[src/rtl/blueintegral_mat_pkg.sv]
// blueintegral_mat_pkg: opcodes, FSM state type and result-encoding helpers for the matrix sequencer
//   bool4 : 8-bit result (2 bits per entry) -> 4-bit 0/1 matrix {M00,M01,M10,M11}
//   widen : 4-bit 0/1 matrix -> 8-bit result encoding
package blueintegral_mat_pkg;
    localparam logic [1:0] OP_MUL  = 2'b00;
    localparam logic [1:0] OP_POW  = 2'b01;
    localparam logic [1:0] OP_BOOL = 2'b10;
    localparam logic [1:0] OP_STAT = 2'b11;
    localparam logic [7:0] IDENT   = 8'h41;
    typedef enum logic [1:0] {IDLE, WAIT_OP, COMPUTE, OUT} state_e;
    function automatic logic [3:0] bool4(input logic [7:0] r);
        return {|r[7:6], |r[5:4], |r[3:2], |r[1:0]};
    endfunction
    function automatic logic [7:0] widen(input logic [3:0] m);
        return {1'b0, m[3], 1'b0, m[2], 1'b0, m[1], 1'b0, m[0]};
    endfunction
endpackage

[src/rtl/blueintegral_mat_mult.sv]
// blueintegral_mat_mult: combinational 2x2 binary matrix product C = A*B
//   ab_i : {A00,A01,A10,A11, B00,B01,B10,B11}
//   c_o  : {C00,C01,C10,C11}, 2 bits per entry, values 0..2
module blueintegral_mat_mult (
    input  logic [7:0] ab_i,
    output logic [7:0] c_o
);
    assign c_o = {2'(ab_i[7] & ab_i[3]) + 2'(ab_i[6] & ab_i[1]),
                  2'(ab_i[7] & ab_i[2]) + 2'(ab_i[6] & ab_i[0]),
                  2'(ab_i[5] & ab_i[3]) + 2'(ab_i[4] & ab_i[1]),
                  2'(ab_i[5] & ab_i[2]) + 2'(ab_i[4] & ab_i[0])};
endmodule

[src/rtl/blueintegral_mat_ctrl.sv]
// blueintegral_mat_ctrl: job sequencer around blueintegral_mat_mult (MUL / BOOL / POW, optional STAT)
//   clk, reset          : clock, synchronous active-high reset
//   in_data/valid/ready : command byte then operand byte
//   out_data/valid/ready: result byte {C00,C01,C10,C11}
//   busy                : state != IDLE
//   err                 : one-cycle pulse after an illegal command
//   MAT_CTRL_STATS_EN   : enables the job counter and the STAT opcode
module blueintegral_mat_ctrl
    import blueintegral_mat_pkg::*;
#(
    parameter int EXP_W = 3,
    parameter int CNT_W = 8
) (
    input  logic       clk,
    input  logic       reset,
    input  logic [7:0] in_data,
    input  logic       in_valid,
    output logic       in_ready,
    output logic [7:0] out_data,
    output logic       out_valid,
    input  logic       out_ready,
    output logic       busy,
    output logic       err
);
    state_e state_q, state_d;
    logic [1:0] op_q, op_d;
    logic [EXP_W-1:0] k_q, k_d, iter_q, iter_d;
    logic [3:0] a_q, a_d, b_q, b_d;
    logic [7:0] res_q, res_d, prod;
    logic err_q, err_d;
    logic pow;
`ifdef MAT_CTRL_STATS_EN
    logic [CNT_W-1:0] cnt_q;
    always_ff @(posedge clk) begin
        if (reset) cnt_q <= '0;
        else if (state_q == OUT && out_ready && op_q != OP_STAT) cnt_q <= cnt_q + 1'b1;
    end
`endif
    assign pow = op_q == OP_POW;
    // POW keeps its running 0/1 accumulator in res_q and multiplies it by A each pass
    blueintegral_mat_mult u_mult (
        .ab_i({pow ? bool4(res_q) : a_q, pow ? a_q : b_q}),
        .c_o (prod)
    );
    always_ff @(posedge clk) begin
        if (reset) begin
            state_q <= IDLE;
            op_q    <= OP_MUL;
            k_q     <= '0;
            iter_q  <= '0;
            a_q     <= '0;
            b_q     <= '0;
            res_q   <= '0;
            err_q   <= 1'b0;
        end else begin
            state_q <= state_d;
            op_q    <= op_d;
            k_q     <= k_d;
            iter_q  <= iter_d;
            a_q     <= a_d;
            b_q     <= b_d;
            res_q   <= res_d;
            err_q   <= err_d;
        end
    end
    // COMPUTE runs one pass per cycle while iter != 0, then spends one cycle moving to OUT
    always_comb begin
        state_d = state_q;
        op_d    = op_q;
        k_d     = k_q;
        iter_d  = iter_q;
        a_d     = a_q;
        b_d     = b_q;
        res_d   = res_q;
        err_d   = 1'b0;
        case (state_q)
            IDLE: if (in_valid) begin
                op_d = in_data[7:6];
                k_d  = in_data[EXP_W-1:0];
`ifdef MAT_CTRL_STATS_EN
                state_d = in_data[7:6] == OP_STAT ? OUT : WAIT_OP;
                if (in_data[7:6] == OP_STAT) res_d = 8'(cnt_q);
`else
                state_d = in_data[7:6] == OP_STAT ? IDLE : WAIT_OP;
                err_d   = in_data[7:6] == OP_STAT;
`endif
            end
            WAIT_OP: if (in_valid) begin
                state_d = COMPUTE;
                a_d     = in_data[7:4];
                b_d     = in_data[3:0];
                iter_d  = !pow ? EXP_W'(1) : k_q == '0 ? '0 : k_q - 1'b1;
                res_d   = k_q == '0 ? IDENT : widen(in_data[7:4]);
            end
            COMPUTE: if (iter_q == '0) state_d = OUT;
            else begin
                iter_d = iter_q - 1'b1;
                res_d  = op_q == OP_MUL ? prod : widen(bool4(prod));
            end
            OUT: if (out_ready) state_d = IDLE;
            default: state_d = IDLE;
        endcase
    end
    always_comb begin
        in_ready  = state_q == IDLE || state_q == WAIT_OP;
        out_valid = state_q == OUT;
        busy      = state_q != IDLE;
        out_data  = res_q;
        err       = err_q;
    end
endmodule
[config.mk]
export PLATFORM = sky130hd
export DESIGN_NAME = blueintegral_mat_ctrl
export DESIGN_NICKNAME = d
export VERILOG_FILES = /design/src/rtl/blueintegral_mat_pkg.sv /design/src/rtl/blueintegral_mat_mult.sv /design/src/rtl/blueintegral_mat_ctrl.sv
export SDC_FILE = /design/constraint.sdc
export NUM_CORES = 1
export LEC_CHECK = 0
export ABC_AREA = 1
export BUFFER_PORTS_ARGS = -buffer_cell sky130_fd_sc_hd__buf_2
export CORE_MARGIN = 2
export CORE_UTILIZATION = 40
export CTS_BUF_LIST = sky130_fd_sc_hd__clkbuf_4
export DETAILED_ROUTE_END_ITERATION = 10
export GPL_ROUTABILITY_DRIVEN = 0
export HOLD_SLACK_MARGIN = 0.06
export PLACE_DENSITY_LB_ADDON = 0.12
export SETUP_SLACK_MARGIN = 0.5
export SYNTH_ARGS = -nofsm -noshare
export SYNTH_HDL_FRONTEND = slang
export SYNTH_SLANG_ARGS = --single-unit
export TNS_END_PERCENT = 50
[constraint.sdc]
create_clock -name clk -period 2.4 [get_ports clk]
set_clock_uncertainty 0.15 [all_clocks]
set_input_delay 0.36 -clock clk [delete_from_list [all_inputs] [get_ports clk]]
set_output_delay 0.36 -clock clk [all_outputs]
set_load 0.1 [all_outputs]
# After elaboration in Yosys (flattened, before gate mapping)

Cells that the tools add are included.

Word-level logic and storage cells: 72
Input port bits: 12
Register bits: 27
Output and inout bits: 12

Mux-type cells: 18
Add/subtract/negate cells: 6
Reduce and logical (&&, ||, !) cells: 20
Bitwise gates (word level): 10
Equality and inequality tests: 10

Operators by type and width:

| operator                                            | number |
|---|---|
| 2-to-1 mux 8 bit                                    | 3 |
| one-hot mux 8 bit (2 select lines)                  | 1 |
| OR reduction 2 bit                                  | 8 |
| 2-to-1 mux 3 bit                                    | 4 |
| adder 2 bit                                         | 4 |
| bitwise AND 1 bit                                   | 8 |
| 2-to-1 mux 2 bit                                    | 4 |
| 2-to-1 mux 4 bit                                    | 2 |
| != test 2 bit, second input constant                | 4 |
| one-hot mux 2 bit (4 select lines)                  | 1 |
| 2-to-1 mux 7 bit                                    | 1 |
| equality test 2 bit, second input constant          | 3 |
| logical NOT 3 bit                                   | 2 |
| one-hot mux 3 bit (2 select lines)                  | 1 |
| subtractor 3 x 1 -> 3 bit, second input constant    | 2 |
| equality test 2 x 1 -> 1 bit, second input constant | 2 |
| logical NOT 2 bit                                   | 2 |
| AND reduction 2 bit                                 | 2 |
| AND reduction 4 bit                                 | 1 |
| nonzero test 2 bit                                  | 2 |
| AND reduction 3 bit                                 | 1 |
| OR reduction 3 bit                                  | 1 |
| != test 2 x 1 -> 1 bit, second input constant       | 1 |
| inverter 1 bit                                      | 2 |
| other kinds (2)                                     | 2 |

# Longest topological paths before layout

Gate-level depths: netlist of run 1.

Depth after elaboration: 8
Depth in mapped cells: 14
Gate-level depth less buffers: 14

# Hierarchy

A second synthesis of run 1 with hierarchy kept.

Cell total of the unflattened synthesis: 251
Area, all modules: 1592.8 um^2

By module, submodules not included:

| module                | times used | area each (um^2) | seq. area each (um^2) | cells an instance |
|---|---|---|---|---|
| blueintegral_mat_ctrl | 1          | 1482.7           | 540.5                 | 231 |
| blueintegral_mat_mult | 1          | 110.1            | 0.0                   | 20 |

# Worst setup path after synthesis of run 1

No wires, ideal clock.

Path type: flip-flop to output port
Start: register state_q[0]
End: output in_ready
Stages on the path, launching flop included: 5
Arrival: 2.071 ns
Required time: 1.890 ns
Path buffers: 0
Path slack: -0.181 ns
Cell sequence: dfxtp_1 > inv_1 > ha_1 > inv_1 > nand2_1

Word-level cells in the longest chain between the ends: 2
Elaborated cells between the ends (all ways): 3
Classes of those cells: eq/ne: 1; reduce/logical: 2

Ends and longest elaborated chain:

| element                                                                  | RTL line                     | text |
|---|---|---|
| start, declared                                                          | blueintegral_mat_ctrl.sv:25  | `state_e state_q, state_d;` |
| start signal, assigned                                                   | blueintegral_mat_ctrl.sv:56  | `state_q <= state_d;` |
| equality test 2 x 1 -> 1 bit / logical NOT 2 bit (equally long branches) | blueintegral_mat_ctrl.sv:105 | `in_ready = state_q == IDLE \|\| state_q == WAIT_OP;` |
| logical OR 1 bit (*)                                                     | blueintegral_mat_ctrl.sv:105 |  |
| end, declared                                                            | blueintegral_mat_ctrl.sv:18  | `output logic in_ready,` |

Every way passes the cells marked *; elsewhere a longest branch is shown, timed or not.

# Worst setup path after layout of run 1

Start: register op_q[1]
End: register res_q[4] (netlist: out_data[4])

Word-level cells in the longest chain between the ends: 8
Elaborated cells between the ends (all ways): 11
Classes of those cells: add/sub: 1; eq/ne: 1; mux: 5; bitwise: 2; reduce/logical: 2

Ends and longest elaborated chain:

| element                                | RTL line                    | text |
|---|---|---|
| start, declared                        | blueintegral_mat_ctrl.sv:26 | `logic [1:0] op_q, op_d;` |
| start signal, assigned                 | blueintegral_mat_ctrl.sv:57 | `op_q <= op_d;` |
| equality test 2 x 1 -> 1 bit           | blueintegral_mat_ctrl.sv:39 | `assign pow = op_q == OP_POW;` |
| 2-to-1 mux 4 bit                       | blueintegral_mat_ctrl.sv:42 | `.ab_i({pow ? bool4(res_q) : a_q, pow ? a_q : b_q}),` |
| bitwise AND 1 bit                      | blueintegral_mat_mult.sv:9  | `2'(ab_i[7] & ab_i[2]) + 2'(ab_i[6] & ab_i[0]),` |
| adder 2 bit                            | blueintegral_mat_mult.sv:9  |  |
| OR reduction 2 bit                     | blueintegral_mat_pkg.sv:12  | `return {\|r[7:6], \|r[5:4], \|r[3:2], \|r[1:0]};` |
| 2-to-1 mux 8 bit (*)                   | blueintegral_mat_ctrl.sv:98 | `res_d = op_q == OP_MUL ? prod : widen(bool4(prod));` |
| 2-to-1 mux 8 bit (*)                   | blueintegral_mat_ctrl.sv:95 | `COMPUTE: if (iter_q == '0) state_d = OUT;` |
| one-hot mux 8 bit (2 select lines) (*) | blueintegral_mat_ctrl.sv:76 | `case (state_q)` |
| end signal, assigned                   | blueintegral_mat_ctrl.sv:62 | `res_q <= res_d;` |
| end, declared                          | blueintegral_mat_ctrl.sv:29 | `logic [7:0] res_q, res_d, prod;` |

Every way passes the cells marked *; elsewhere a longest branch is shown, timed or not. The select of a mux whose other input is x is not followed.
A chain may end at the register's enable or synchronous reset.

==> impl_results.html, run 1 <==
<table>
<tr><th>Metric</th><th>Value</th></tr>
<tr><th colspan="2">Global routing</th></tr>
<tr><td>Overall fraction of global-route tracks in use</td><td>0.165</td></tr>
<tr><td>Global route total overflow</td><td>0</td></tr>
<tr><td>Wire length of the first global-routing pass</td><td>6.51 mm</td></tr>
<tr><td>Maximum number of pins on one net before global-route repair</td><td>17</td></tr>
<tr><td>Antenna violations before repair</td><td>0</td></tr>
<tr><td>Number of global-route vias before repair</td><td>1530</td></tr>
<tr><th colspan="2">Drt</th></tr>
<tr><td>Residual DRC</td><td>0</td></tr>
<tr><td>Antenna Violating Nets Remaining</td><td>0</td></tr>
<tr><td>Total via count in the routed design</td><td>1608</td></tr>
<tr><td>Final routed wire length divided by cell count</td><td>10.9 um</td></tr>
<tr><td>Initial DRT Pass Iterations</td><td>4</td></tr>
<tr><td>Via density</td><td>4.62</td></tr>
<tr><td>Starting DRT DRC Count</td><td>32</td></tr>
<tr><td>Wire length reported by the detailed router</td><td>3.81 mm</td></tr>
<tr><th colspan="2">Timing</th></tr>
<tr><td>Worst hold slack</td><td>0.0976 ns</td></tr>
<tr><td>Final setup TNS</td><td>0 ns</td></tr>
<tr><td>Part of the cycle the worst path needs</td><td>0.794</td></tr>
<tr><td>Final Hold Violating Endpoints</td><td>0</td></tr>
<tr><td>Setup violations, final</td><td>0</td></tr>
<tr><td>Highest Clock Rate</td><td>0.525 GHz</td></tr>
<tr><td>Max-Slew Margin vs Limit</td><td>0.649</td></tr>
<tr><td>Final period demand of the worst path</td><td>1.91 ns</td></tr>
<tr><td>Max-slew violation count</td><td>0</td></tr>
<tr><td>Setup repair after global routing missed its margin</td><td>yes</td></tr>
<tr><td>Slew at the pin with the worst max-slew slack</td><td>0.525 ns</td></tr>
<tr><th colspan="2">Clock tree</th></tr>
<tr><td>Clock root cell</td><td>sky130_fd_sc_hd__clkbuf_4</td></tr>
<tr><td>Clock Latency Late Sink</td><td>0.35 ns</td></tr>
<tr><td>Number of sinks on the clock net</td><td>27</td></tr>
<tr><td>Maximum number of buffers from clock root to sink</td><td>2</td></tr>
<tr><td>Clock tree from TritonCTS</td><td>built</td></tr>
<tr><td>CTS HTree Levels</td><td>1</td></tr>
<tr><td>Clock slew at reported path FFs</td><td>0.17 ns</td></tr>
<tr><td>Clock buffers created by TritonCTS</td><td>3</td></tr>
<tr><th colspan="2">Floorplanning</th></tr>
<tr><td>Die extent in x</td><td>69.2 um</td></tr>
<tr><td>Count of standard-cell rows</td><td>23</td></tr>
<tr><td>Core outline area</td><td>0.00406 mm^2</td></tr>
<tr><td>Die height</td><td>69.2 um</td></tr>
<tr><td>Top-level I/O count</td><td>24</td></tr>
<tr><td>Floorplan die area</td><td>0.00479 mm^2</td></tr>
<tr><td>Initial core utilization</td><td>0.419</td></tr>
<tr><th colspan="2">Synthesis</th></tr>
<tr><td>Dominant synthesized flop cell</td><td>sky130_fd_sc_hd__dfxtp_1</td></tr>
<tr><td>Share of synthesized cell area in full adder, half adder and majority cells</td><td>0.118</td></tr>
<tr><td>Biggest area consumer among synthesized cells</td><td>sky130_fd_sc_hd__dfxtp_1</td></tr>
<tr><td>Most common cell in the netlist</td><td>sky130_fd_sc_hd__nand2_1</td></tr>
<tr><td>Share of synthesized flip-flops with an asynchronous set or reset</td><td>0</td></tr>
<tr><td>Net count of the mapped netlist</td><td>297</td></tr>
<tr><td>Compound-cell area share of the yosys netlist</td><td>0.112</td></tr>
<tr><td>Multiplexer fraction of the synthesized cell area</td><td>0</td></tr>
<tr><td>Seq/Total Area, Yosys</td><td>0.318</td></tr>
<tr><td>Fraction of synthesized cell area taken by the top area cell type</td><td>0.318</td></tr>
<tr><td>Mapped cell area</td><td>0.00170 mm^2</td></tr>
<tr><td>Number of flops mapped to enable cells by yosys</td><td>0</td></tr>
<tr><td>Yosys reg bits</td><td>27</td></tr>
<tr><td>Largest family of logic cells by synthesized area</td><td>simple AND/OR/NAND/NOR gates</td></tr>
<tr><td>Post-synthesis average cell area</td><td>6.32 um^2</td></tr>
<tr><td>Largest cells by area after synthesis</td><td>sky130_fd_sc_hd__dfxtp_1 32%, sky130_fd_sc_hd__nand2_1 13%, sky130_fd_sc_hd__ha_1 12%, sky130_fd_sc_hd__inv_1 12%, sky130_fd_sc_hd__nor2_1 10%</td></tr>
<tr><td>Number of cells produced by synthesis</td><td>269</td></tr>
<tr><td>Basic-gate share of the synthesized area counting and, or, nand and nor cells</td><td>0.313</td></tr>
<tr><td>Most common library cells after synthesis</td><td>59 x sky130_fd_sc_hd__nand2_1, 53 x sky130_fd_sc_hd__inv_1, 47 x sky130_fd_sc_hd__nor2_1</td></tr>
<tr><td>YS warnings</td><td>0</td></tr>
<tr><td>Post-synthesis xor/xnor area fraction</td><td>0</td></tr>
<tr><td>Count of different cell masters after synthesis</td><td>17</td></tr>
<tr><th colspan="2">Critical path</th></tr>
<tr><td>CP startpoint kind</td><td>register</td></tr>
<tr><td>Worst Setup End Kind</td><td>register</td></tr>
<tr><td>Data required time at the worst endpoint</td><td>2.50 ns</td></tr>
<tr><td>Largest driver fanout on the critical path</td><td>5</td></tr>
<tr><td>CP Class</td><td>reg -&gt; reg</td></tr>
<tr><td>Worst path arrival time</td><td>2.01 ns</td></tr>
<tr><th colspan="2">Placement</th></tr>
<tr><td>Number of I/O port buffers</td><td>23</td></tr>
<tr><td>Sum of net half-perimeters after detailed placement</td><td>2.90 mm</td></tr>
<tr><th colspan="2">Finish</th></tr>
<tr><td>Storage cell area</td><td>573 um^2</td></tr>
<tr><td>Layout Area Growth over Synthesis</td><td>21.6%</td></tr>
<tr><td>Final Net Count</td><td>327</td></tr>
<tr><td>Fraction of final layout cells with drive strength greater than 1</td><td>0.238</td></tr>
<tr><td>Fillers</td><td>449</td></tr>
<tr><td>Antenna fix cells</td><td>0</td></tr>
<tr><td>Footprint of the multi-input gates</td><td>0.00101 mm^2</td></tr>
<tr><th colspan="2">Status</th></tr>
<tr><td>Run status</td><td>finished, final reports clean</td></tr>
<tr><th colspan="2">Min path</th></tr>
<tr><td>Hold Path Class</td><td>in -&gt; reg</td></tr>
<tr><th colspan="2">Job</th></tr>
<tr><td>Maximum capacitance violations</td><td>0</td></tr>
</table>
sequential cells by signal, summed over array words and instances, names as in the netlist:
register / count
out_data: 8
k_q: 3
b_q: 4
err: 1
iter_q: 3
state_q: 2
a_q: 4
op_q: 2
path summary, 6_finish.rpt:
path	start	endpoint	slack, ns	cells after the start
hold reg to reg	k_q[1]$_SDFFE_PP0P_	k_q[1]$_SDFFE_PP0P_	0.35	2
setup / recovery	op_q[1]$_SDFFE_PP0P_	out_data[4]$_SDFFE_PP0P_	0.49	13
setup reg to reg	op_q[1]$_SDFFE_PP0P_	out_data[4]$_SDFFE_PP0P_	0.49	13
hold / removal	in_data[3]	b_q[3]$_SDFFE_PP0P_	0.1	3
worst max-delay path, stage by stage (launching register included):
cell	delay [ns]
sky130_fd_sc_hd__dfxtp_4	0.41
sky130_fd_sc_hd__buf_4	0.14
sky130_fd_sc_hd__nor2_4	0.12
sky130_fd_sc_hd__nand3_1	0.09
sky130_fd_sc_hd__o21ai_1	0.16
sky130_fd_sc_hd__nor2_2	0.07
sky130_fd_sc_hd__inv_1	0.11
sky130_fd_sc_hd__ha_4	0.21
sky130_fd_sc_hd__inv_1	0.05
sky130_fd_sc_hd__nand2_1	0.04
sky130_fd_sc_hd__nand2_1	0.08
sky130_fd_sc_hd__nor2_1	0.04
sky130_fd_sc_hd__nor2_1	0.10
sky130_fd_sc_hd__nor2_1	0.04
logic make-up (layout without fill, tap and decap cells):
group                      after synthesis  after routing
DFF                                     27             27
and+or+nand+nor                        129            130
AOI/OAI and AO/OA                       38             38
buffers and inverters                   59             87
adders and majority gates               16             16
through the flow:
stage | std cells | util | instance area (um^2) | setup slack, ns
after global placement | 339 | 0.471 | 1910 | 0.350
final | 348 | 0.510 | 2070 | 0.495
after floorplan | 269 | - | 1760 | 0.485
after CTS | 345 | 0.493 | 2000 | 0.473
after detailed placement | 339 | 0.471 | 1910 | 0.359
after global routing | 348 | 0.510 | 2070 | 0.372
per-layer routing:
layer / vias up / global-route usage / share of wire
met1: 689 / 0.199 / 0.47
met2: 30 / 0.302 / 0.49
met3: 7 / 0.0189 / 0.032
met5: - / 0 / 0
li1: 882 / - / -
met4: 0 / 0.0523 / 0.014
what timing repair did:
item                                    CTS  global route
pin swaps                                 1            10
endpoints found under the setup margin    7            14
hold endpoints to repair                  2             0
gates resized for setup                  18            19
hold buffers                              1             0
setup buffers                             1             2
gates cloned                              0             1
area by class of cell:
| class | count | share of cell area |
|---|---|---|
| inverter | 54 | 0.102 |
| clock inverter | 1 | 0.00302 |
| tap | 50 | 0.0302 |
| sequential | 27 | 0.277 |
| clock buffer | 3 | 0.0109 |
| timing repair buffer | 29 | 0.0889 |
| multi-input combinational | 184 | 0.488 |
layout by cell type, fill, tap and decap left out:
cell                            count
sky130_fd_sc_hd__nand2_1           58
sky130_fd_sc_hd__inv_1             48
sky130_fd_sc_hd__nor2_1            41
sky130_fd_sc_hd__buf_2             21
sky130_fd_sc_hd__o21ai_0           15
sky130_fd_sc_hd__a21oi_1           15
sky130_fd_sc_hd__dfxtp_1           15
sky130_fd_sc_hd__nand3_1           14
sky130_fd_sc_hd__ha_1              13
sky130_fd_sc_hd__dfxtp_4            7
sky130_fd_sc_hd__nor2_2             6
sky130_fd_sc_hd__o21ai_1            5
sky130_fd_sc_hd__dfxtp_2            5
sky130_fd_sc_hd__buf_4              5
sky130_fd_sc_hd__inv_4              3
sky130_fd_sc_hd__o21ai_2            3
sky130_fd_sc_hd__inv_2              3
sky130_fd_sc_hd__clkbuf_4           3
sky130_fd_sc_hd__nand2_4            2
sky130_fd_sc_hd__nor2_4             2
sky130_fd_sc_hd__nand2_2            2
sky130_fd_sc_hd__nor3_1             2
sky130_fd_sc_hd__or2_2              2
sky130_fd_sc_hd__ha_4               2
sky130_fd_sc_hd__clkinvlp_4         1
sky130_fd_sc_hd__nand2_8            1
sky130_fd_sc_hd__ha_2               1
sky130_fd_sc_hd__dlygate4sd3_1      1
sky130_fd_sc_hd__buf_6              1
sky130_fd_sc_hd__buf_12             1
Power of run 1 is left out: the tool's default activity adds up to more than one toggle a clock period on the data nets, which glitch-free logic cannot reach.
==> run 2, diff against run 1 <==
clock period = 1.7 ns   (was 2.4 ns; I/O delays follow)
==> impl_results.html, run 2 (synthesis gave the netlist of run 1 again) <==
<table>
<tr><th>Metric</th><th>Value</th></tr>
<tr><th colspan="2">Min path</th></tr>
<tr><td>Worst hold path depth</td><td>3 (unchanged)</td></tr>
<tr><td>Hold Path Class</td><td>in -&gt; reg (unchanged)</td></tr>
<tr><td>Hold path startpoint</td><td>in_data[7] (was in_data[3])</td></tr>
<tr><td>Hold path endpoint</td><td>err$_SDFF_PP0_ (was b_q[3]$_SDFFE_PP0P_)</td></tr>
<tr><th colspan="2">Clock tree</th></tr>
<tr><td>Clock root cell</td><td>sky130_fd_sc_hd__clkbuf_4 (unchanged)</td></tr>
<tr><td>Clock slew at reported path FFs</td><td>0.16 ns (was 0.17 ns)</td></tr>
<tr><td>Number of sinks on the clock net</td><td>27 (unchanged)</td></tr>
<tr><td>CTS HTree Levels</td><td>1 (unchanged)</td></tr>
<tr><td>Clock buffers created by TritonCTS</td><td>3 (unchanged)</td></tr>
<tr><td>Clock tree from TritonCTS</td><td>built (unchanged)</td></tr>
<tr><td>Clock Latency Late Sink</td><td>0.34 ns (was 0.35 ns)</td></tr>
<tr><td>Maximum number of buffers from clock root to sink</td><td>2 (unchanged)</td></tr>
<tr><th colspan="2">Finish</th></tr>
<tr><td>Most frequent standard cell in the layout excluding fill and tap cells</td><td>sky130_fd_sc_hd__nand2_1 (unchanged)</td></tr>
<tr><td>Largest register FFs</td><td>8 (unchanged)</td></tr>
<tr><td>Antenna fix cells</td><td>0 (unchanged)</td></tr>
<tr><td>Final Net Count</td><td>368 (was 327)</td></tr>
<tr><td>Layout Area Growth over Synthesis</td><td>72.5% (was 21.6%)</td></tr>
<tr><td>Most frequent cells in the layout</td><td>49 x sky130_fd_sc_hd__nand2_1, 40 x sky130_fd_sc_hd__nor2_1, 35 x sky130_fd_sc_hd__inv_1, 26 x sky130_fd_sc_hd__buf_4 (was 58 x sky130_fd_sc_hd__nand2_1, 48 x sky130_fd_sc_hd__inv_1, 41 x sky130_fd_sc_hd__nor2_1, 21 x sky130_fd_sc_hd__buf_2)</td></tr>
<tr><td>Fillers</td><td>322 (was 449)</td></tr>
<tr><td>Post-route non-filler standard cell count</td><td>389 (was 348)</td></tr>
<tr><td>Fraction of final layout cells with drive strength greater than 1</td><td>0.460 (was 0.238)</td></tr>
<tr><td>Storage cell area</td><td>586 um^2 (was 573 um^2)</td></tr>
<tr><td>Footprint of the multi-input gates</td><td>0.00132 mm^2 (was 0.00101 mm^2)</td></tr>
<tr><th colspan="2">Floorplanning</th></tr>
<tr><td>Die height</td><td>69.2 um (unchanged)</td></tr>
<tr><td>Core outline area</td><td>0.00406 mm^2 (unchanged)</td></tr>
<tr><td>Count of standard-cell rows</td><td>23 (unchanged)</td></tr>
<tr><td>Top-level I/O count</td><td>24 (unchanged)</td></tr>
<tr><td>Initial core utilization</td><td>0.419 (unchanged)</td></tr>
<tr><td>Floorplan die area</td><td>0.00479 mm^2 (unchanged)</td></tr>
<tr><td>Die extent in x</td><td>69.2 um (unchanged)</td></tr>
<tr><th colspan="2">Critical path</th></tr>
<tr><td>Worst setup slack for register-to-register paths</td><td>-0.11 ns (was 0.49 ns)</td></tr>
<tr><td>Length in cells of the worst reg-to-reg path</td><td>13 (unchanged)</td></tr>
<tr><td>Crit Reg-Reg Startpoint</td><td>op_q[1]$_SDFFE_PP0P_ (unchanged)</td></tr>
<tr><td>Reg2reg end</td><td>out_data[6]$_SDFFE_PP0P_ (was out_data[4]$_SDFFE_PP0P_)</td></tr>
<tr><td>CP Class</td><td>reg -&gt; out (was reg -&gt; reg)</td></tr>
<tr><td>Worst path arrival time</td><td>1.44 ns (was 2.01 ns)</td></tr>
<tr><td>Worst Setup End Kind</td><td>primary output (was register)</td></tr>
<tr><td>CP startpoint kind</td><td>register (unchanged)</td></tr>
<tr><td>Data required time at the worst endpoint</td><td>1.29 ns (was 2.50 ns)</td></tr>
<tr><td>Largest driver fanout on the critical path</td><td>3 (was 5)</td></tr>
<tr><th colspan="2">Timing</th></tr>
<tr><td>Part of the cycle the worst path needs</td><td>1.08</td></tr>
<tr><td>Setup repair after global routing missed its margin</td><td>yes (unchanged)</td></tr>
<tr><td>Final setup TNS</td><td>-0.472 ns (was 0 ns)</td></tr>
<tr><td>Highest Clock Rate</td><td>0.542 GHz</td></tr>
<tr><td>Max-Slew Margin vs Limit</td><td>0.856 (was 0.649)</td></tr>
<tr><td>Max-slew violation count</td><td>0 (unchanged)</td></tr>
<tr><td>Worst hold slack</td><td>0.0673 ns (was 0.0976 ns)</td></tr>
<tr><td>Slew at the pin with the worst max-slew slack</td><td>0.215 ns (was 0.525 ns)</td></tr>
<tr><td>Setup violations, final</td><td>6 (was 0)</td></tr>
<tr><td>Final Hold Violating Endpoints</td><td>0 (unchanged)</td></tr>
<tr><td>Final WS setup</td><td>-0.144 ns (was 0.495 ns)</td></tr>
<tr><td>Final period demand of the worst path</td><td>1.84 ns</td></tr>
<tr><th colspan="2">Global routing</th></tr>
<tr><td>Number of global-route vias before repair</td><td>1785 (was 1530)</td></tr>
<tr><td>Overall fraction of global-route tracks in use</td><td>0.200 (was 0.165)</td></tr>
<tr><td>Global route total overflow</td><td>0 (unchanged)</td></tr>
<tr><td>Wire length of the first global-routing pass</td><td>7.98 mm (was 6.51 mm)</td></tr>
<tr><td>Maximum number of pins on one net before global-route repair</td><td>16 (was 17)</td></tr>
<tr><td>Antenna violations before repair</td><td>0 (unchanged)</td></tr>
<tr><th colspan="2">Drt</th></tr>
<tr><td>Wire length reported by the detailed router</td><td>4.94 mm (was 3.81 mm)</td></tr>
<tr><td>Total via count in the routed design</td><td>1858 (was 1608)</td></tr>
<tr><td>Via density</td><td>4.78 (was 4.62)</td></tr>
<tr><td>Final routed wire length divided by cell count</td><td>12.7 um (was 10.9 um)</td></tr>
<tr><td>Residual DRC</td><td>0 (unchanged)</td></tr>
<tr><td>Initial DRT Pass Iterations</td><td>4 (unchanged)</td></tr>
<tr><td>Antenna Violating Nets Remaining</td><td>0 (unchanged)</td></tr>
<tr><td>Starting DRT DRC Count</td><td>46 (was 32)</td></tr>
<tr><th colspan="2">Status</th></tr>
<tr><td>Violations in the final reports</td><td>setup timing</td></tr>
<tr><td>Run status</td><td>complete, but fails checks (was finished, final reports clean)</td></tr>
<tr><th colspan="2">Power and ir drop</th></tr>
<tr><td>Leak Pwr</td><td>1.32 nW</td></tr>
<tr><td>Power per cell area</td><td>1980 mW/mm^2</td></tr>
<tr><td>IR Drop Worst-Case VDD</td><td>1930 uV</td></tr>
<tr><th colspan="2">Job</th></tr>
<tr><td>Maximum capacitance violations</td><td>0 (unchanged)</td></tr>
<tr><th colspan="2">Placement</th></tr>
<tr><td>Number of I/O port buffers</td><td>23 (unchanged)</td></tr>
<tr><td>Sum of net half-perimeters after detailed placement</td><td>3.07 mm (was 2.90 mm)</td></tr>
<tr><td>Worst slack at placement</td><td>-0.150 ns (was 0.359 ns)</td></tr>
<tr><td>Instance count after placement with tap cells included</td><td>357 (was 339)</td></tr>
</table>
==> run 2: cell count changes in the layout (fill, tap and decap cells not counted), moves of 9 or more <==
cell                      before  now
sky130_fd_sc_hd__buf_4         5   26
sky130_fd_sc_hd__inv_1        48   35
sky130_fd_sc_hd__buf_12        1   13
sky130_fd_sc_hd__buf_2        21   11
sky130_fd_sc_hd__o21ai_0      15    5
sky130_fd_sc_hd__buf_6         1   10
sky130_fd_sc_hd__nand2_1      58   49
==> run 2: area by class of cell <==
class / count / area share
inverters: 54 / 0.0772
clock inverters: 1 / 0.00171
well taps: 50 / 0.0213
repair buffers: 69 / 0.243
multi-input cells: 185 / 0.449
flip-flops and latches: 27 / 0.200
clock buffers: 3 / 0.00768
==> run 2: metal layers <==
| layer | routed length (um) | vias up | GRT usage |
|---|---|---|---|
| li1 | - | 967 | - |
| met1 | 2250 | 837 | 0.263 |
| met3 | 182 | 6 | 0.0203 |
| met2 | 2450 | 48 | 0.357 |
| met4 | 62 | 0 | 0.0327 |
| met5 | 0 | - | 0 |
==> run 2: critical path: stages (launching register included) <==
cell and delay, ns:
sky130_fd_sc_hd__dfxtp_2 0.42, sky130_fd_sc_hd__inv_4 0.07, sky130_fd_sc_hd__ha_4 0.18, sky130_fd_sc_hd__inv_2 0.08
sky130_fd_sc_hd__buf_4 0.14, sky130_fd_sc_hd__nand2_8 0.05, sky130_fd_sc_hd__buf_12 0.16
==> run 2: how the worst max path moves through the flow <==
stage | start | endpoint | slack (ns)
after global routing | op_q[1]$_SDFFE_PP0P_ | out_data[6]$_SDFFE_PP0P_ | -0.24
after CTS | state_q[1]$_SDFFE_PP0P_ | in_ready | -0.09
final | state_q[1]$_SDFFE_PP0P_ | in_ready | -0.14
after floorplan | state_q[1]$_SDFFE_PP0P_ | in_ready | -0.09
after detailed placement | op_q[1]$_SDFFE_PP0P_ | out_data[6]$_SDFFE_PP0P_ | -0.15
after global placement | op_q[1]$_SDFFE_PP0P_ | out_data[6]$_SDFFE_PP0P_ | -0.14
==> run 2: repair_timing <==
| item | 4_1_cts | 5_1_grt |
|---|---|---|
| gates cloned | 2 | 0 |
| resized for setup | 125 | 30 |
| endpoints found under the setup margin | 39 | 39 |
| hold buffers | 9 | 0 |
| pin swaps | 40 | 35 |
| hold endpoints to repair | 10 | 0 |
| setup buffers | 11 | 6 |
==> run 2: power by group <==
group	switching, W	internal [W]
Clock	0.000218	0.0000886
Combinational	0.00260	0.00174
Sequential	0.000236	0.000919
Total	0.00305	0.00274
==> run 2: through the flow <==
stage | power, W | util | cell area [um^2]
2_1_floorplan | 0.00339 | - | 1780
3_3_place_gp | 0.00403 | 0.519 | 2110
3_5_place_dp | 0.00405 | 0.519 | 2110
4_1_cts | 0.00540 | 0.677 | 2750
5_1_grt | 0.00618 | 0.723 | 2930
6_report | 0.00580 | 0.723 | 2930
No activity file was read; power rests on OpenSTA's default activity.
==> run 3, diff against run 2 <==
HOLD_SLACK_MARGIN = 0.08   (was 0.06)
RECOVER_POWER = 50   (was unset)
==> impl_results.html, run 3 (synthesis gave the netlist of run 1 again) <==
<table>
<tr><th>Metric</th><th>Value</th></tr>
<tr><th colspan="2">Global routing</th></tr>
<tr><td>Met2 track demand over resource in global routing</td><td>0.363 (was 0.357)</td></tr>
<tr><td>Global route total overflow</td><td>0 (unchanged)</td></tr>
<tr><td>Grt peak-use layer</td><td>met2 (unchanged)</td></tr>
<tr><td>Overall fraction of global-route tracks in use</td><td>0.205 (was 0.200)</td></tr>
<tr><td>Wire length of the first global-routing pass</td><td>8.21 mm (was 7.98 mm)</td></tr>
<tr><td>Antenna violations before repair</td><td>0 (unchanged)</td></tr>
<tr><td>Number of global-route vias before repair</td><td>1803 (was 1785)</td></tr>
<tr><td>Maximum number of pins on one net before global-route repair</td><td>16 (unchanged)</td></tr>
<tr><td>Grt met1 use</td><td>0.274 (was 0.263)</td></tr>
<tr><td>Met3 usage</td><td>0.0203 (unchanged)</td></tr>
<tr><th colspan="2">Power and ir drop</th></tr>
<tr><td>Clock power share</td><td>0.053 (about the same)</td></tr>
<tr><td>Switching part of the total</td><td>0.529 (was 0.527)</td></tr>
<tr><td>Post-layout power</td><td>0.00574 W (was 0.00580 W)</td></tr>
<tr><td>Power per cell area</td><td>1950 mW/mm^2 (was 1980 mW/mm^2)</td></tr>
<tr><td>IR Drop Worst-Case VDD</td><td>1930 uV (about the same)</td></tr>
<tr><td>Portion of total power attributed to sequential cells</td><td>0.201 (was 0.199)</td></tr>
<tr><td>Combinational power share</td><td>0.746 (was 0.748)</td></tr>
<tr><td>Internal portion of total power</td><td>0.00270 W (was 0.00274 W)</td></tr>
<tr><td>Switch Pwr</td><td>0.00304 W (was 0.00305 W)</td></tr>
<tr><td>Leak Pwr</td><td>1.32 nW (about the same)</td></tr>
<tr><th colspan="2">Min path</th></tr>
<tr><td>Hold path startpoint</td><td>in_valid (was in_data[7])</td></tr>
<tr><td>Hold Path Class</td><td>in -&gt; reg (unchanged)</td></tr>
<tr><td>Worst hold path depth</td><td>3 (unchanged)</td></tr>
<tr><th colspan="2">Job</th></tr>
<tr><td>Maximum capacitance violations</td><td>0 (unchanged)</td></tr>
<tr><th colspan="2">Finish</th></tr>
<tr><td>Fraction of final layout cells with drive strength greater than 1</td><td>0.460 (unchanged)</td></tr>
<tr><td>Most frequent standard cell in the layout excluding fill and tap cells</td><td>sky130_fd_sc_hd__nand2_1 (unchanged)</td></tr>
<tr><td>Storage cell area</td><td>586 um^2 (unchanged)</td></tr>
<tr><td>Fillers</td><td>320 (was 322)</td></tr>
<tr><td>Layout Area Growth over Synthesis</td><td>73.1% (was 72.5%)</td></tr>
<tr><td>Largest register FFs</td><td>8 (unchanged)</td></tr>
<tr><td>Share of the core filled with cells in the final layout</td><td>0.726 (was 0.723)</td></tr>
<tr><td>Antenna fix cells</td><td>0 (unchanged)</td></tr>
<tr><td>Footprint of the multi-input gates</td><td>0.00133 mm^2 (was 0.00132 mm^2)</td></tr>
<tr><td>Most frequent cells in the layout</td><td>48 x sky130_fd_sc_hd__nand2_1, 40 x sky130_fd_sc_hd__nor2_1, 35 x sky130_fd_sc_hd__inv_1, 25 x sky130_fd_sc_hd__buf_4 (was 49 x sky130_fd_sc_hd__nand2_1, 40 x sky130_fd_sc_hd__nor2_1, 35 x sky130_fd_sc_hd__inv_1, 26 x sky130_fd_sc_hd__buf_4)</td></tr>
<tr><td>Final Net Count</td><td>368 (unchanged)</td></tr>
<tr><th colspan="2">Timing</th></tr>
<tr><td>Worst hold slack</td><td>0.133 ns (was 0.0673 ns)</td></tr>
<tr><td>Part of the cycle the worst path needs</td><td>1.08 (about the same)</td></tr>
<tr><td>Final Hold Violating Endpoints</td><td>0 (unchanged)</td></tr>
<tr><td>Setup repair after global routing missed its margin</td><td>yes (unchanged)</td></tr>
<tr><td>Final period demand of the worst path</td><td>1.83 ns (was 1.84 ns)</td></tr>
<tr><td>Final WS setup</td><td>-0.130 ns (was -0.144 ns)</td></tr>
<tr><td>Max-Slew Margin vs Limit</td><td>0.858 (was 0.856)</td></tr>
<tr><td>Setup violations, final</td><td>8 (was 6)</td></tr>
<tr><td>Highest Clock Rate</td><td>0.546 GHz (was 0.542 GHz)</td></tr>
<tr><td>Max-slew violation count</td><td>0 (unchanged)</td></tr>
<tr><td>Slew at the pin with the worst max-slew slack</td><td>0.212 ns (was 0.215 ns)</td></tr>
<tr><th colspan="2">Floorplanning</th></tr>
<tr><td>Die extent in x</td><td>69.2 um (unchanged)</td></tr>
<tr><td>Die height</td><td>69.2 um (unchanged)</td></tr>
<tr><td>Initial core utilization</td><td>0.419 (unchanged)</td></tr>
<tr><td>Top-level I/O count</td><td>24 (unchanged)</td></tr>
<tr><td>Floorplan die area</td><td>0.00479 mm^2 (unchanged)</td></tr>
<tr><td>Count of standard-cell rows</td><td>23 (unchanged)</td></tr>
<tr><td>Core outline area</td><td>0.00406 mm^2 (unchanged)</td></tr>
<tr><th colspan="2">Critical path</th></tr>
<tr><td>Buf+Inv Stages, Crit Path</td><td>4 (unchanged)</td></tr>
<tr><td>Critical path's largest stage delay</td><td>0.42 ns (about the same)</td></tr>
<tr><td>Worst Setup End Kind</td><td>primary output (unchanged)</td></tr>
<tr><td>CP Class</td><td>reg -&gt; out (unchanged)</td></tr>
<tr><td>Crit path cell chain</td><td>inv_4 -&gt; ha_4 -&gt; inv_2 -&gt; buf_4 -&gt; nand2_8 -&gt; buf_12 (unchanged)</td></tr>
<tr><td>Largest driver fanout on the critical path</td><td>3 (unchanged)</td></tr>
<tr><td>Critical path destination</td><td>in_ready (unchanged)</td></tr>
<tr><td>Length in cells of the worst reg-to-reg path</td><td>13 (unchanged)</td></tr>
<tr><td>CP startpoint kind</td><td>register (unchanged)</td></tr>
<tr><td>Start point of the critical path</td><td>state_q[1]$_SDFFE_PP0P_ (unchanged)</td></tr>
<tr><td>Worst path arrival time</td><td>1.43 ns (was 1.44 ns)</td></tr>
<tr><td>Cell type group with the largest total delay on the critical path</td><td>buffers and inverters (unchanged)</td></tr>
<tr><td>Instance count on the critical path</td><td>6 (unchanged)</td></tr>
<tr><td>Worst path slowest cell</td><td>sky130_fd_sc_hd__dfxtp_2 (unchanged)</td></tr>
<tr><td>Worst setup slack for register-to-register paths</td><td>-0.11 ns (about the same)</td></tr>
<tr><td>Reg2reg end</td><td>out_data[6]$_SDFFE_PP0P_ (unchanged)</td></tr>
<tr><td>Crit Reg-Reg Startpoint</td><td>op_q[1]$_SDFFE_PP0P_ (unchanged)</td></tr>
<tr><td>Data required time at the worst endpoint</td><td>1.29 ns (about the same)</td></tr>
<tr><th colspan="2">Clock tree</th></tr>
<tr><td>Clock tree from TritonCTS</td><td>built (unchanged)</td></tr>
<tr><td>Clock root cell</td><td>sky130_fd_sc_hd__clkbuf_4 (unchanged)</td></tr>
<tr><td>Clock Latency Late Sink</td><td>0.34 ns (about the same)</td></tr>
<tr><td>Clock slew at reported path FFs</td><td>0.15 ns (was 0.16 ns)</td></tr>
<tr><td>CTS HTree Levels</td><td>1 (unchanged)</td></tr>
<tr><td>Number of sinks on the clock net</td><td>27 (unchanged)</td></tr>
<tr><td>Maximum number of buffers from clock root to sink</td><td>2 (unchanged)</td></tr>
<tr><td>Clock buffers created by TritonCTS</td><td>3 (unchanged)</td></tr>
<tr><th colspan="2">Drt</th></tr>
<tr><td>Starting DRT DRC Count</td><td>47 (was 46)</td></tr>
<tr><td>Antenna Violating Nets Remaining</td><td>0 (unchanged)</td></tr>
<tr><td>Wire length reported by the detailed router</td><td>4.88 mm (was 4.94 mm)</td></tr>
<tr><td>Residual DRC</td><td>0 (unchanged)</td></tr>
<tr><td>Total via count in the routed design</td><td>1855 (was 1858)</td></tr>
<tr><td>Final routed wire length divided by cell count</td><td>12.5 um (was 12.7 um)</td></tr>
<tr><td>Initial DRT Pass Iterations</td><td>4 (unchanged)</td></tr>
<tr><td>Via density</td><td>4.77 (was 4.78)</td></tr>
<tr><th colspan="2">Status</th></tr>
<tr><td>Violations in the final reports</td><td>setup timing (unchanged)</td></tr>
<tr><td>Run status</td><td>complete, but fails checks (unchanged)</td></tr>
<tr><th colspan="2">Placement</th></tr>
<tr><td>Worst slack at placement</td><td>-0.150 ns (unchanged)</td></tr>
<tr><td>Number of I/O port buffers</td><td>23 (unchanged)</td></tr>
<tr><td>Sum of net half-perimeters after detailed placement</td><td>3.07 mm (unchanged)</td></tr>
</table>
## run 3: cell count changes in the layout (fill, tap and decap cells not counted), sizes merged
cell,before,now
buf,60,58
dlygate4sd3,9,11
## run 3: metal layers
| layer | wire, um | vias to the layer above |
|---|---|---|
| met5 | 0 | - |
| met4 | 24 | 0 |
| met3 | 155 | 2 |
| met2 | 2480 | 33 |
| met1 | 2210 | 850 |
| li1 | - | 970 |
## run 3: timing repair
item | in CTS | in global routing
endpoints found under the hold margin | 12 | 0
pin swaps | 40 | 30
setup buffers | 11 | 4
gates cloned | 2 | 0
endpoints found under the setup margin | 39 | 39
hold buffers | 11 | 0
gates resized for setup | 125 | 33
## run 3: power groups by stage
stage          sequential [W]  clock, W  combinational (W)
6_report              0.00115  0.000302            0.00428
5_1_grt               0.00118  0.000337            0.00462
4_1_cts               0.00113  0.000311            0.00396
3_5_place_dp          0.00106         0            0.00299
3_3_place_gp          0.00106         0            0.00297
2_1_floorplan         0.00168         0            0.00171
## run 3: worst min path at each step
stage	endpoint	slack, ns
3_5_place_dp	k_q[1]$_SDFFE_PP0P_	0.30
5_1_grt	k_q[1]$_SDFFE_PP0P_	0.12
2_1_floorplan	k_q[1]$_SDFFE_PP0P_	0.17
3_3_place_gp	k_q[1]$_SDFFE_PP0P_	0.30
6_report	k_q[1]$_SDFFE_PP0P_	0.13
4_1_cts	op_q[1]$_SDFFE_PP0P_	0.12
## run 3: per-stage QoR
step / cells / setup TNS, ns / instance area, um^2
global placement: 357 / -0.346 / 2110
floorplan: 269 / -0.172 / 1780
CTS: 385 / -0.382 / 2770
finish: 389 / -0.522 / 2940
global route: 389 / -1.42 / 2940
detailed placement: 357 / -0.389 / 2110
## run 3: worst reg2reg max path, stage by stage (launching register included)
cell,delay (ns)
sky130_fd_sc_hd__dfxtp_4,0.41
sky130_fd_sc_hd__inv_4,0.08
sky130_fd_sc_hd__nand2_8,0.07
sky130_fd_sc_hd__o21ai_2,0.16
sky130_fd_sc_hd__inv_1,0.07
sky130_fd_sc_hd__nor2_2,0.12
sky130_fd_sc_hd__inv_1,0.06
sky130_fd_sc_hd__ha_1,0.27
sky130_fd_sc_hd__inv_1,0.05
sky130_fd_sc_hd__nand2_1,0.04
sky130_fd_sc_hd__nand2_1,0.05
sky130_fd_sc_hd__nor2_1,0.03
sky130_fd_sc_hd__nor2_1,0.09
sky130_fd_sc_hd__nor2_1,0.05
## run 3: cell type report
| type | instances | share of cell area |
|---|---|---|
| clock buffer | 3 | 0.00765 |
| timing repair buffer | 69 | 0.243 |
| sequential | 27 | 0.199 |
| tap | 50 | 0.0212 |
| multi-input combinational | 185 | 0.450 |
| clock inverter | 1 | 0.00170 |
| inverter | 54 | 0.0778 |
